## src/rtl/sid_envelope_pkg.sv

```systemverilog
// ---------------------------------------------------------------------------
// sid_envelope_pkg
// Shared types and constants for the SID per-voice ADSR envelope generator.
//   reg4_t          : 4-bit register nibble (AD / SR fields)
//   env_state_e     : envelope state encoding (3 is unused, decodes as release)
//   RATE_PERIOD     : 16-entry rate-counter period table
//   EXP_TH_*        : envelope levels where the exponential divider changes
//   exp_lookup()    : maps an envelope level to its exponential divider
// ---------------------------------------------------------------------------
package sid_envelope_pkg;

    typedef logic [3:0] reg4_t;

    typedef enum logic [1:0] {
        ST_ATTACK        = 2'd0,
        ST_DECAY_SUSTAIN = 2'd1,
        ST_RELEASE       = 2'd2
    } env_state_e;

    localparam int RATE_TABLE_W = 15;

    localparam logic [RATE_TABLE_W-1:0] RATE_PERIOD [16] = '{
        15'd9,    15'd32,   15'd63,   15'd95,
        15'd149,  15'd220,  15'd267,  15'd313,
        15'd392,  15'd977,  15'd1954, 15'd3126,
        15'd3907, 15'd11720, 15'd19532, 15'd31251
    };

    localparam logic [7:0] EXP_TH_1  = 8'hFF;
    localparam logic [7:0] EXP_TH_2  = 8'h5D;
    localparam logic [7:0] EXP_TH_4  = 8'h36;
    localparam logic [7:0] EXP_TH_8  = 8'h1A;
    localparam logic [7:0] EXP_TH_16 = 8'h0E;
    localparam logic [7:0] EXP_TH_30 = 8'h06;
    localparam logic [7:0] EXP_TH_0  = 8'h00;

    typedef struct packed {
        logic       hit;
        logic [4:0] period;
    } exp_sel_t;

    // Only the exact threshold levels produce a hit; between thresholds the
    // previously latched divider stays in force.
    function automatic exp_sel_t exp_lookup(input logic [7:0] env);
        exp_sel_t r;
        r.hit    = 1'b1;
        r.period = 5'd1;
        case (env)
            EXP_TH_1:  r.period = 5'd1;
            EXP_TH_2:  r.period = 5'd2;
            EXP_TH_4:  r.period = 5'd4;
            EXP_TH_8:  r.period = 5'd8;
            EXP_TH_16: r.period = 5'd16;
            EXP_TH_30: r.period = 5'd30;
            EXP_TH_0:  r.period = 5'd1;
            default:   r.hit    = 1'b0;
        endcase
        return r;
    endfunction

endpackage

```

## src/rtl/sid_envelope_if.sv

```systemverilog
// ---------------------------------------------------------------------------
// sid_envelope_if
// Register-side bundle of one envelope voice.
//   active        : SID tick enable
//   gate          : control register GATE bit
//   attack/decay  : AD register nibbles
//   sustain/release_rate : SR register nibbles
//   envelope      : 8-bit envelope level (also the ENV3 read-back value)
//   state_o       : current envelope state for debug
// master drives the register side, slave is the envelope generator.
// ---------------------------------------------------------------------------
interface sid_envelope_if;
    import sid_envelope_pkg::*;

    logic       active;
    logic       gate;
    reg4_t      attack;
    reg4_t      decay;
    reg4_t      sustain;
    reg4_t      release_rate;
    logic [7:0] envelope;
    logic [1:0] state_o;

    modport master (
        output active, gate, attack, decay, sustain, release_rate,
        input  envelope, state_o
    );

    modport slave (
        input  active, gate, attack, decay, sustain, release_rate,
        output envelope, state_o
    );

endinterface

```

## src/rtl/sid_env_rate.sv

```systemverilog
// ---------------------------------------------------------------------------
// sid_env_rate
// Rate counter of the envelope generator. Counts active ticks and fires
// rate_tick when the incremented count equals the selected period.
//   clk, rst_n : clock, asynchronous active-low reset
//   active     : tick enable; counter holds when low
//   rate_sel   : 4-bit index into the rate period table
//   rate_tick  : combinational, high in the active cycle where the count
//                matches the period (counter returns to 0 on that edge)
// ---------------------------------------------------------------------------
module sid_env_rate
    import sid_envelope_pkg::*;
#(
    parameter int RATE_BITS = 15
) (
    input  logic  clk,
    input  logic  rst_n,
    input  logic  active,
    input  reg4_t rate_sel,
    output logic  rate_tick
);

    logic [RATE_BITS-1:0] rate_counter;
    logic [RATE_BITS-1:0] nxt;
    logic [RATE_BITS-1:0] period;

    assign period = RATE_BITS'(RATE_PERIOD[rate_sel]);
    assign nxt    = rate_counter + RATE_BITS'(1);

    // Equality compare only: lowering the period below the current count
    // makes the counter run all the way around the wrap, as on the chip.
    assign rate_tick = active && (nxt == period);

    always_ff @(posedge clk or negedge rst_n) begin
        if (!rst_n) begin
            rate_counter <= '0;
        end else if (active) begin
            rate_counter <= rate_tick ? '0 : nxt;
        end
    end

endmodule

```

## src/rtl/sid_envelope.sv

```systemverilog
// ---------------------------------------------------------------------------
// sid_envelope
// Per-voice ADSR envelope generator with MOS6581/8580 cycle behaviour:
// rate-counter wrap bug, piecewise exponential decay and zero-hold.
//   clk, rst_n : clock, asynchronous active-low reset
//   bus        : sid_envelope_if.slave (active, gate, ADSR nibbles in;
//                envelope level and state out, both registered)
// Parameters:
//   RATE_BITS  : rate counter width (wraps modulo 2^RATE_BITS)
//   ENV_INIT   : envelope level loaded on reset
// ---------------------------------------------------------------------------
module sid_envelope
    import sid_envelope_pkg::*;
#(
    parameter int         RATE_BITS = 15,
    parameter logic [7:0] ENV_INIT  = 8'h00
) (
    input  logic           clk,
    input  logic           rst_n,
    sid_envelope_if.slave  bus
);

    env_state_e state;
    logic [7:0] envelope_q;
    logic       hold_zero;
    logic       gate_prev;
    logic [4:0] exp_counter;
    logic [4:0] exp_period;

    reg4_t      rate_sel;
    logic       rate_tick;
    exp_sel_t   exp_sel;
    logic [4:0] exp_next;
    logic [4:0] exp_counter_d;
    logic       env_step;
    logic       gate_rise;
    logic       gate_fall;
    logic [7:0] sustain_level;

    // Period nibble follows the current (registered) state; encoding 3
    // falls through to the release nibble.
    always_comb begin
        rate_sel = bus.release_rate;
        case (state)
            ST_ATTACK:        rate_sel = bus.attack;
            ST_DECAY_SUSTAIN: rate_sel = bus.decay;
            default:          rate_sel = bus.release_rate;
        endcase
    end

    sid_env_rate #(
        .RATE_BITS (RATE_BITS)
    ) u_rate (
        .clk       (clk),
        .rst_n     (rst_n),
        .active    (bus.active),
        .rate_sel  (rate_sel),
        .rate_tick (rate_tick)
    );

    assign exp_sel       = exp_lookup(envelope_q);
    assign exp_next      = exp_counter + 5'd1;
    assign gate_rise     = bus.gate & ~gate_prev;
    assign gate_fall     = ~bus.gate & gate_prev;
    assign sustain_level = {bus.sustain, bus.sustain};

    // Exponential divider: attack and divider 1 step on every rate tick,
    // otherwise a step fires once every exp_period rate ticks.
    always_comb begin
        env_step      = 1'b0;
        exp_counter_d = exp_counter;
        if (rate_tick) begin
            if (state == ST_ATTACK || exp_period == 5'd1) begin
                env_step      = 1'b1;
                exp_counter_d = 5'd0;
            end else if (exp_next == exp_period) begin
                env_step      = 1'b1;
                exp_counter_d = 5'd0;
            end else begin
                exp_counter_d = exp_next;
            end
        end
    end

    // Envelope state machine. The step uses the state held before this edge;
    // gate edges are assigned last so they override any state change made
    // by the step in the same cycle.
    always_ff @(posedge clk or negedge rst_n) begin
        if (!rst_n) begin
            envelope_q  <= ENV_INIT;
            state       <= ST_RELEASE;
            exp_counter <= 5'd0;
            exp_period  <= 5'd1;
            hold_zero   <= 1'b1;
            gate_prev   <= 1'b0;
        end else if (bus.active) begin
            gate_prev   <= bus.gate;
            exp_counter <= exp_counter_d;
            if (exp_sel.hit) begin
                exp_period <= exp_sel.period;
            end
            if (env_step && !hold_zero) begin
                case (state)
                    ST_ATTACK: begin
                        envelope_q <= envelope_q + 8'd1;
                        if (envelope_q == 8'hFE) begin
                            state <= ST_DECAY_SUSTAIN;
                        end
                    end
                    ST_DECAY_SUSTAIN: begin
                        if (envelope_q != sustain_level && envelope_q != 8'h00) begin
                            envelope_q <= envelope_q - 8'd1;
                            if (envelope_q == 8'h01) begin
                                hold_zero <= 1'b1;
                            end
                        end
                    end
                    default: begin
                        if (envelope_q != 8'h00) begin
                            envelope_q <= envelope_q - 8'd1;
                            if (envelope_q == 8'h01) begin
                                hold_zero <= 1'b1;
                            end
                        end
                    end
                endcase
            end
            if (gate_rise) begin
                state     <= ST_ATTACK;
                hold_zero <= 1'b0;
            end else if (gate_fall) begin
                state <= ST_RELEASE;
            end
        end
    end

    assign bus.envelope = envelope_q;
    assign bus.state_o  = state;

endmodule

```

## src/flat_wrapper.sv

```systemverilog
// flat-port wrapper written by rule: the top's interface ports become plain ports
module sid_envelope_flat import sid_envelope_pkg::*;
#(
    parameter int         RATE_BITS = 15,
    parameter logic [7:0] ENV_INIT  = 8'h00
)
  (clk, rst_n, bus_active, bus_gate, bus_attack, bus_decay, bus_sustain, bus_release_rate, bus_envelope, bus_state_o);
  sid_envelope_if bus_i ();
  input  logic clk;
  input  logic rst_n;
  input wire logic [$bits(bus_i.active)-1:0] bus_active;
  input wire logic [$bits(bus_i.gate)-1:0] bus_gate;
  input wire logic [$bits(bus_i.attack)-1:0] bus_attack;
  input wire logic [$bits(bus_i.decay)-1:0] bus_decay;
  input wire logic [$bits(bus_i.sustain)-1:0] bus_sustain;
  input wire logic [$bits(bus_i.release_rate)-1:0] bus_release_rate;
  output wire logic [$bits(bus_i.envelope)-1:0] bus_envelope;
  output wire logic [$bits(bus_i.state_o)-1:0] bus_state_o;
  assign bus_i.active = bus_active;
  assign bus_i.gate = bus_gate;
  assign bus_i.attack = bus_attack;
  assign bus_i.decay = bus_decay;
  assign bus_i.sustain = bus_sustain;
  assign bus_i.release_rate = bus_release_rate;
  assign bus_envelope = bus_i.envelope;
  assign bus_state_o = bus_i.state_o;
  sid_envelope #(.RATE_BITS(RATE_BITS), .ENV_INIT(ENV_INIT)) u_core (.clk(clk), .rst_n(rst_n), .bus(bus_i));
endmodule
```

## config.mk

```make
export PLATFORM = sky130hd
export DESIGN_NAME = sid_envelope_flat
export DESIGN_NICKNAME = d
export VERILOG_FILES = /design/src/rtl/sid_envelope_pkg.sv /design/src/rtl/sid_envelope_if.sv /design/src/rtl/sid_env_rate.sv /design/src/rtl/sid_envelope.sv /design/src/flat_wrapper.sv
export SDC_FILE = /design/constraint.sdc
export NUM_CORES = 1
export LEC_CHECK = 0
export ABC_AREA = 1
export CORE_MARGIN = 4
export CORE_UTILIZATION = 38
export DETAILED_ROUTE_END_ITERATION = 8
export PLACE_DENSITY = 0.61
export SYNTH_ARGS = -nofsm -noshare
export SYNTH_HDL_FRONTEND = slang
export SYNTH_SLANG_ARGS = --single-unit
```

## constraint.sdc

```tcl
create_clock -name clk -period 3.65 [get_ports clk]
set_input_delay 0.9125 -clock clk [delete_from_list [all_inputs] [get_ports clk]]
set_output_delay 0.9125 -clock clk [all_outputs]
set_load 0.01 [all_outputs]
```

==> results of run 1 <==
## metrics by stage
stage	area [um2]	hold WS, ns
CTS	4070	0.518
finish	4070	0.510
global route	4070	0.552
detailed placement	3950	0.499
global placement	3950	0.491
floorplan	3550	0.472
## cells by family after synthesis
group	after synthesis	share of synthesized area
simple gates	354	0.453
buf+inv	96	0.110
compound gates	46	0.0674
flops	37	0.262
fa+ha+maj	20	0.0705
xor+xnor	15	0.0370
## worst reg2reg max path: stages (launching register included)
cell,delay [ns]
dfrtp_1,0.50
nor2_4,0.38
nand2_1,0.12
nand2_1,0.08
nor2_1,0.05
buf_4,0.16
ha_1,0.17
inv_1,0.09
nand4_1,0.13
nand3_1,0.12
nand2_1,0.07
nand2_1,0.05
nand2_1,0.04
nor2_1,0.14
nand2_1,0.09
nor2_2,0.14
nand2_2,0.09
nor2_4,0.24
nand2_1,0.15
xor2_1,0.16
## final timing paths
check                                            endpoint  slack, ns  cells after the start
max                                u_core.bus.envelope[0]       0.34                     18
min                                 u_core.exp_counter[4]       0.51                      2
max reg2reg                        u_core.bus.envelope[0]       0.56                     19
min reg2reg                         u_core.exp_counter[4]       0.51                      2
max in group asynchronous           u_core.exp_counter[4]       2.36                      1
min in group asynchronous  u_core.u_rate.rate_counter[13]       0.73                      1
## cell usage in the layout, fill, tap and decap left out, types with 3 or more instances in the layout
master	synthesis	final
nand2_1	173	173
inv_1	81	81
nand3_1	76	76
nor2_1	42	42
dfrtp_1	34	34
o21ai_0	32	32
clkdlybuf4s50_1	0	28
nand4_1	23	23
ha_1	20	20
xor2_1	13	13
nor3_1	13	13
a21oi_1	9	9
buf_4	1	9
clkbuf_8	0	6
nor2_2	4	4
nor4_1	4	4
nor2_4	3	3
nand2_2	3	3
or2_2	3	3
a31oi_1	3	3
dfstp_2	3	3
## area by class of cell
class / instances / area share
timing repair buffer: 38 / 0.0868
multi-input combinational: 435 / 0.548
tap: 108 / 0.0332
sequential: 37 / 0.229
inverter: 81 / 0.0748
clock inverter: 1 / 0.00738
clock buffer: 7 / 0.0212
## metal layers
layer | wire length (um) | vias up | track usage | share of wire
li1 | - | 1896 | - | -
met1 | 4790 | 1641 | 0.268 | 0.51
met2 | 4040 | 87 | 0.263 | 0.43
met3 | 395 | 8 | 0.0240 | 0.042
met4 | 92 | 0 | 0.0337 | 0.0099
met5 | 0 | - | 0 | 0
## sequential cells by signal, indices dropped and copies added (netlist names)
signal                      flops
u_core.bus.envelope             8
u_core.exp_period               5
u_core.hold_zero                1
u_core.u_rate.rate_counter     15
u_core.exp_counter              5
u_core.bus.state_o              2
u_core.gate_prev                1
## report_power, final
| part | switching, uW | internal (uW) |
|---|---|---|
| clock | 158 | 223 |
| sequential | 64.2 | 462 |
| combinational | 565 | 310 |
==> run metrics, run 1 <==
fin util=0.457; antenna diode count=0; Seq/Total Area, Yosys=0.262; CP top delay family=simple AND/OR/NAND/NOR gates; CP Buf/Inv Count=3; worst hold-check path type=reg2reg; die width=105 um; Synth async-reset ratio=1.00; Post-synth top flop=dfrtp_1; largest net degree at the start of global routing=38; Fin. Hold Viols=0; cts hold-fix bufs=0; clk root buf=clkbuf_8; WP data required=3.83 ns; first-pass GRT wire length=16.0 mm; DRC violations left=0; Avg Cell Area, Syn=6.24 um2; Non-Filler Instances=707; mapped cell area=3550 um2; drt pass-1 iters=4; net count after synthesis=608; synthesized flop and latch total=37; post-cts sizing count=0; Worst Setup End Kind=flip-flop; postcts setup bufs=0; Final TNS setup=0 ns; count leader, synth=nand2_1; H-tree level count=2; Post-DRT Antenna Nets=0; pre-CTS setup slack=0.0445 ns; crit path launch=bus_decay[0]; Synth Instances=568; nets@finish=638; fillcell total=915; Max Slew Vio Count=0; final-report setup violation count=0; Total GRT Usage=0.175; starting DRC count in detailed routing=272; die area=10900 um2; Skew-Pair Late Insertion Delay=0.29 ns; crit path kind=in2reg; I/O pins=30; starting density of the core=0.399; row count=34; RR Startpoint=u_core.bus.state_o[0]; GR Overflow Total=0; CTS Sinks=37; worst path cell trace=clkdlybuf4s50_1, inv_1, nand2_1, nand3_1, ha_1, inv_1, nand4_1, nand2_1, nand2_1, nand3_1, nand2_1, nor2_1, nand2_1, nor2_2, nand2_2, nor2_4, nand2_1, xor2_1; vias in the first global route=3223; clock transition at the registers of the reported paths=0.08 ns; CTS Buffer Depth=2; post-DP HPWL=7.29 mm; total CTS buffers=5; Post-synth top cells=nand2_1, inv_1, nand3_1, nor2_1, dfrtp_1; Rel. slew slack=0.416; Multi-input gate area=2230 um2; Max IR drop VDD=0.212 mV; outcome=completed; initial antenna violation count=0; EDFF count, synth=0; MaxCap Viol Count=0; clock skew=0.00966 ns; Yosys top cell by area=dfrtp_1; most used cell, CP=nand2_1; Core ar.=8890 um2; PwrDens=438 nW/um2; slowest stage delay, CP=0.48 ns; Tcrit/Tclk final=0.908; hold_sp=u_core.exp_counter[4]; CTS tree=built; total power=1780 uW; worst slew pin tran=0.876 ns; Die Span Y=105 um; share of cells above drive strength 1=0.0618; Cell variety after synth=33; unrepaired setup endpoints after global routing=false; Leak Pwr=0.00203 uW; crit-path max FO=12; Register Area=930 um2; min Tclk post-route=3.31 ns; Via density=5.14; final WL=9.32 mm; Placed Cells incl. Taps=699; Syn-to-layout area delta=14.6%; worst setup margin=0.337 ns; Via Count=3632; drt wl/cell=13.2 um; Yosys Warn Count=0; largest cells by area after synthesis=dfrtp_1, nand2_1, nand3_1; WP data arrival=3.49 ns; Port Buffer Count=29; Routability Congestion=0.935; max frequency=0.302 GHz; area share of the largest cell type after synthesis=0.240; nature of the critical path startpoint=input port; Worst path slowest cell=clkdlybuf4s50_1
Power figures use the tool's default switching activity.
==> inputs of run 2 (changes only) <==
- DONT_BUFFER_PORTS: unset -> 1
- PLACE_DENSITY: 0.61 -> 0.57
==> run metrics, run 2 (same netlist as run 1, synthesis figures left out) <==
clock skew=0.00583 ns; post-DP HPWL=7.17 mm; crit path kind=reg2reg; H-tree level count=2; drt wl/cell=13.7 um; Post-DRT Antenna Nets=0; Max IR drop VDD=0.319 mV; Final TNS setup=0 ns; Post-DP Area=3630 um2; Port Buffer Count=0; CTS tree=built; max reg flops=15; DRC violations left=0; fin area=3740 um2; most frequent cells in the layout=nand2_1, inv_1, nand3_1; worst setup margin=0.500 ns; nature of the critical path startpoint=flip-flop; Skew-Pair Late Insertion Delay=0.29 ns; Switching Fraction=0.443; WP data required=3.83 ns; starting density of the core=0.399; share of cells above drive strength 1=0.0549; Via Count=3527; Rel. slew slack=0.442; CTS Sinks=37; WP data arrival=3.33 ns; postcts setup bufs=0; Core ar.=8890 um2; Placed Cells incl. Taps=665; first-pass GRT wire length=16.2 mm; total power=1720 uW; final WL=9.22 mm; min Tclk post-route=3.15 ns; vias in the first global route=3285; worst slew pin tran=0.836 ns; drt pass-1 iters=5; Clk pwr share=0.223; worst hold-check path type=in2async; switching power total=763 uW; outcome=completed; Syn-to-layout area delta=5.54%; pre-CTS setup slack=0.368 ns; MaxCap Viol Count=0; clock transition at the registers of the reported paths=0.08 ns; max frequency=0.317 GHz; nets@finish=604; Tcrit/Tclk final=0.863; I/O pins=30; unrepaired setup endpoints after global routing=false; antenna diode count=0; Reg2Reg Depth=14; post-cts sizing count=0; CTS Buffer Depth=2; die area=10900 um2; Internal=960 uW; total CTS buffers=5; Non-Filler Instances=673; Worst Setup End Kind=flip-flop; initial antenna violation count=0; Total GRT Usage=0.177; most common cell after layout, fill and taps aside=nand2_1; Fin. Hold Viols=0; RR Startpoint=u_core.bus.state_o[1]; FF-to-FF End=u_core.bus.envelope[0]; Leak Pwr=0.00189 uW; Sequential Power Share=0.303; combinational cell fraction of total power=0.474; clk root buf=clkbuf_8; Die Span Y=105 um; Via density=5.24; Routability Congestion=0.872; largest register by flop count=u_core.u_rate.rate_counter; Max Slew Vio Count=0; crit-path max FO=20; PwrDens=460 nW/um2; row count=34; final-report setup violation count=0; starting DRC count in detailed routing=205; GR Overflow Total=0; cts hold-fix bufs=0; die width=105 um; largest net degree at the start of global routing=38; Worst R2R Setup Slack=0.50 ns
==> run 2: metal layers <==
metal	track usage	up-vias	wire length (um)
met5	0	-	0
met4	0.0319	0	57
met3	0.0259	4	442
met2	0.272	75	3990
met1	0.265	1626	4720
li1	-	1822	-
==> run 2: cell type report <==
cell class / count / area, um2
clock buffer: 7 / 86.3
clock inverter: 1 / 30.0
fill: 971 / 5150
inverter: 81 / 304
multi-input combinational: 435 / 2230
sequential: 37 / 930
tap: 108 / 135
timing repair buffer: 4 / 30.0
==> run 2: through the flow <==
step | utilization | hold slack, ns
after floorplan | - | 0.472
after global placement | 0.408 | 0.490
after detailed placement | 0.408 | 0.501
after CTS | 0.421 | 0.294
after global routing | 0.421 | 0.285
final | 0.421 | 0.304
==> run 2: worst max path at each step <==
stage,startpoint,to,slack (ns),cells after the start
floorplan,bus_decay[1],u_core.bus.envelope[3],0.76,17
global placement,bus_release_rate[2],u_core.bus.envelope[0],0.43,15
detailed placement,bus_release_rate[2],u_core.bus.envelope[0],0.37,15
CTS,u_core.bus.state_o[1],u_core.bus.envelope[0],0.48,14
global route,u_core.bus.state_o[1],u_core.bus.envelope[0],0.07,17
finish,u_core.bus.state_o[1],u_core.bus.envelope[0],0.50,14
==> run 2: critical path, cell delays in order (launching register included) <==
cell and delay (ns):
dfstp_2 0.68, inv_1 0.14, nand2_2 0.14, nor2_2 0.06
nor2_2 0.56, nand3_2 0.21, nand4_1 0.19, nand2_1 0.06
nor2_1 0.09, nand2_1 0.07, nor2_2 0.15, nand2_2 0.09
nor2_4 0.25, nand2_1 0.15, xor2_1 0.18
==> run 2: power by group through the flow <==
stage / clock (uW) / combinational [uW] / sequential (uW)
6_report: 384 / 817 / 522
5_1_grt: 411 / 955 / 530
4_1_cts: 397 / 815 / 521
3_5_place_dp: 0 / 811 / 529
3_3_place_gp: 0 / 808 / 528
2_1_floorplan: 0 / 655 / 514
==> inputs of run 3 (changes only) <==
- GPL_ROUTABILITY_DRIVEN: unset -> 0
==> run metrics, run 3 (same netlist as run 1, synthesis figures left out) <==
starting density of the core=0.399; clk root buf=clkbuf_8; post-DP HPWL=7.16 mm; fillcell total=945; Total GRT Usage=0.171; Port Buffer Count=0; crit-path max FO=20; row count=34; largest register by flop count=u_core.u_rate.rate_counter; drt pass-1 iters=5; clock transition at the registers of the reported paths=0.08 ns; Via density=5.20; Syn-to-layout area delta=5.54%; antenna diode count=0; fin area=3740 um2; fin util=0.421; Multi-input gate area=2230 um2; final WL=9.20 mm; largest net degree at the start of global routing=38; outcome=completed; share of cells above drive strength 1=0.0549; H-tree level count=2; MaxCap Viol Count=0; max frequency=0.312 GHz; Skew-Pair Late Insertion Delay=0.29 ns; postcts setup bufs=0; starting DRC count in detailed routing=195; worst slew pin tran=0.862 ns; Via Count=3500; Fin. Hold Viols=0; most common cell after layout, fill and taps aside=nand2_1; total CTS buffers=5; Max IR drop VDD=0.253 mV; CTS tree=built; cts hold-fix bufs=0; Core ar.=8890 um2; Register Area=930 um2; GR Overflow Total=0; WP data arrival=3.38 ns; Die Span Y=105 um; WP data required=3.83 ns; clock skew=0.0105 ns; unrepaired setup endpoints after global routing=false; drt wl/cell=13.7 um; I/O pins=30; Post-DP Area=3630 um2; min Tclk post-route=3.20 ns; nature of the critical path startpoint=flip-flop; CTS Buffer Depth=2; Final TNS setup=0 ns; first-pass GRT wire length=15.6 mm; total power=1720 uW; CTS Sinks=37; worst hold-check path type=in2async; Tcrit/Tclk final=0.877; final-report setup violation count=0; die width=105 um; Post-DRT Antenna Nets=0; vias in the first global route=3219; PwrDens=461 nW/um2; Worst Setup End Kind=flip-flop; Rel. slew slack=0.425; initial antenna violation count=0; post-cts sizing count=0; crit path kind=reg2reg; most frequent cells in the layout=nand2_1, inv_1, nand3_1; nets@finish=604; Leak Pwr=0.00189 uW; die area=10900 um2; DRC violations left=0; max reg flops=15; Max Slew Vio Count=0
==> run 3: cell counts in the layout (fill, tap and decap cells not counted) <==
Identical to the previous run, type by type.
==> run 3: cell type report <==
cell class / instances / area share
clock buffers: 7 / 0.0231
flip-flops and latches: 37 / 0.248
well taps: 108 / 0.0361
repair buffers: 4 / 0.00802
clock inverters: 1 / 0.00802
inverters: 81 / 0.0812
multi-input cells: 435 / 0.595
==> run 3: worst paths after layout <==
path / start / to / slack, ns / cells after the start
max: u_core.bus.state_o[1] / u_core.bus.envelope[0] / 0.45 / 14
min: rst_n / u_core.u_rate.rate_counter[13] / 0.30 / 0
max reg2reg: u_core.bus.state_o[1] / u_core.bus.envelope[0] / 0.45 / 14
min reg2reg: u_core.exp_period[4] / u_core.exp_period[4] / 0.52 / 2
max in group asynchronous: rst_n / u_core.bus.state_o[1] / 3.16 / 0
min in group clk: u_core.exp_period[4] / u_core.exp_period[4] / 0.52 / 2
==> run 3: critical path, stage by stage, from the launching register on <==
cell and delay [ns]:
dfstp_2 0.67, inv_1 0.13, nand2_2 0.14, nor2_2 0.06, nor2_2 0.57, nand3_2 0.20, nand4_1 0.21, nand2_1 0.07
nor2_1 0.10, nand2_1 0.07, nor2_2 0.16, nand2_2 0.09, nor2_4 0.26, nand2_1 0.16, xor2_1 0.20
==> run 3: through the flow <==
step                setup WS, ns  hold WS [ns]  cells
global route               0.133         0.286    673
global placement           0.467         0.493    665
detailed placement         0.384         0.501    665
finish                     0.447         0.305    673
floorplan                  0.759         0.472    568
CTS                        0.448         0.295    673
==> run 3: routing by layer <==
layer,global-route usage,part of all wire,vias to the layer above
li1,-,-,1825
met1,0.254,0.51,1586
met5,0,0,-
met3,0.0308,0.051,6
met2,0.265,0.43,83
met4,0.0272,0.0060,0
==> run 3: power by group <==
group          total, uW  internal (uW)  switching [uW]  leakage, uW
Sequential           522            462            60.0     0.000456
Clock                378            223             155    0.0000585
Combinational        824            275             549      0.00138
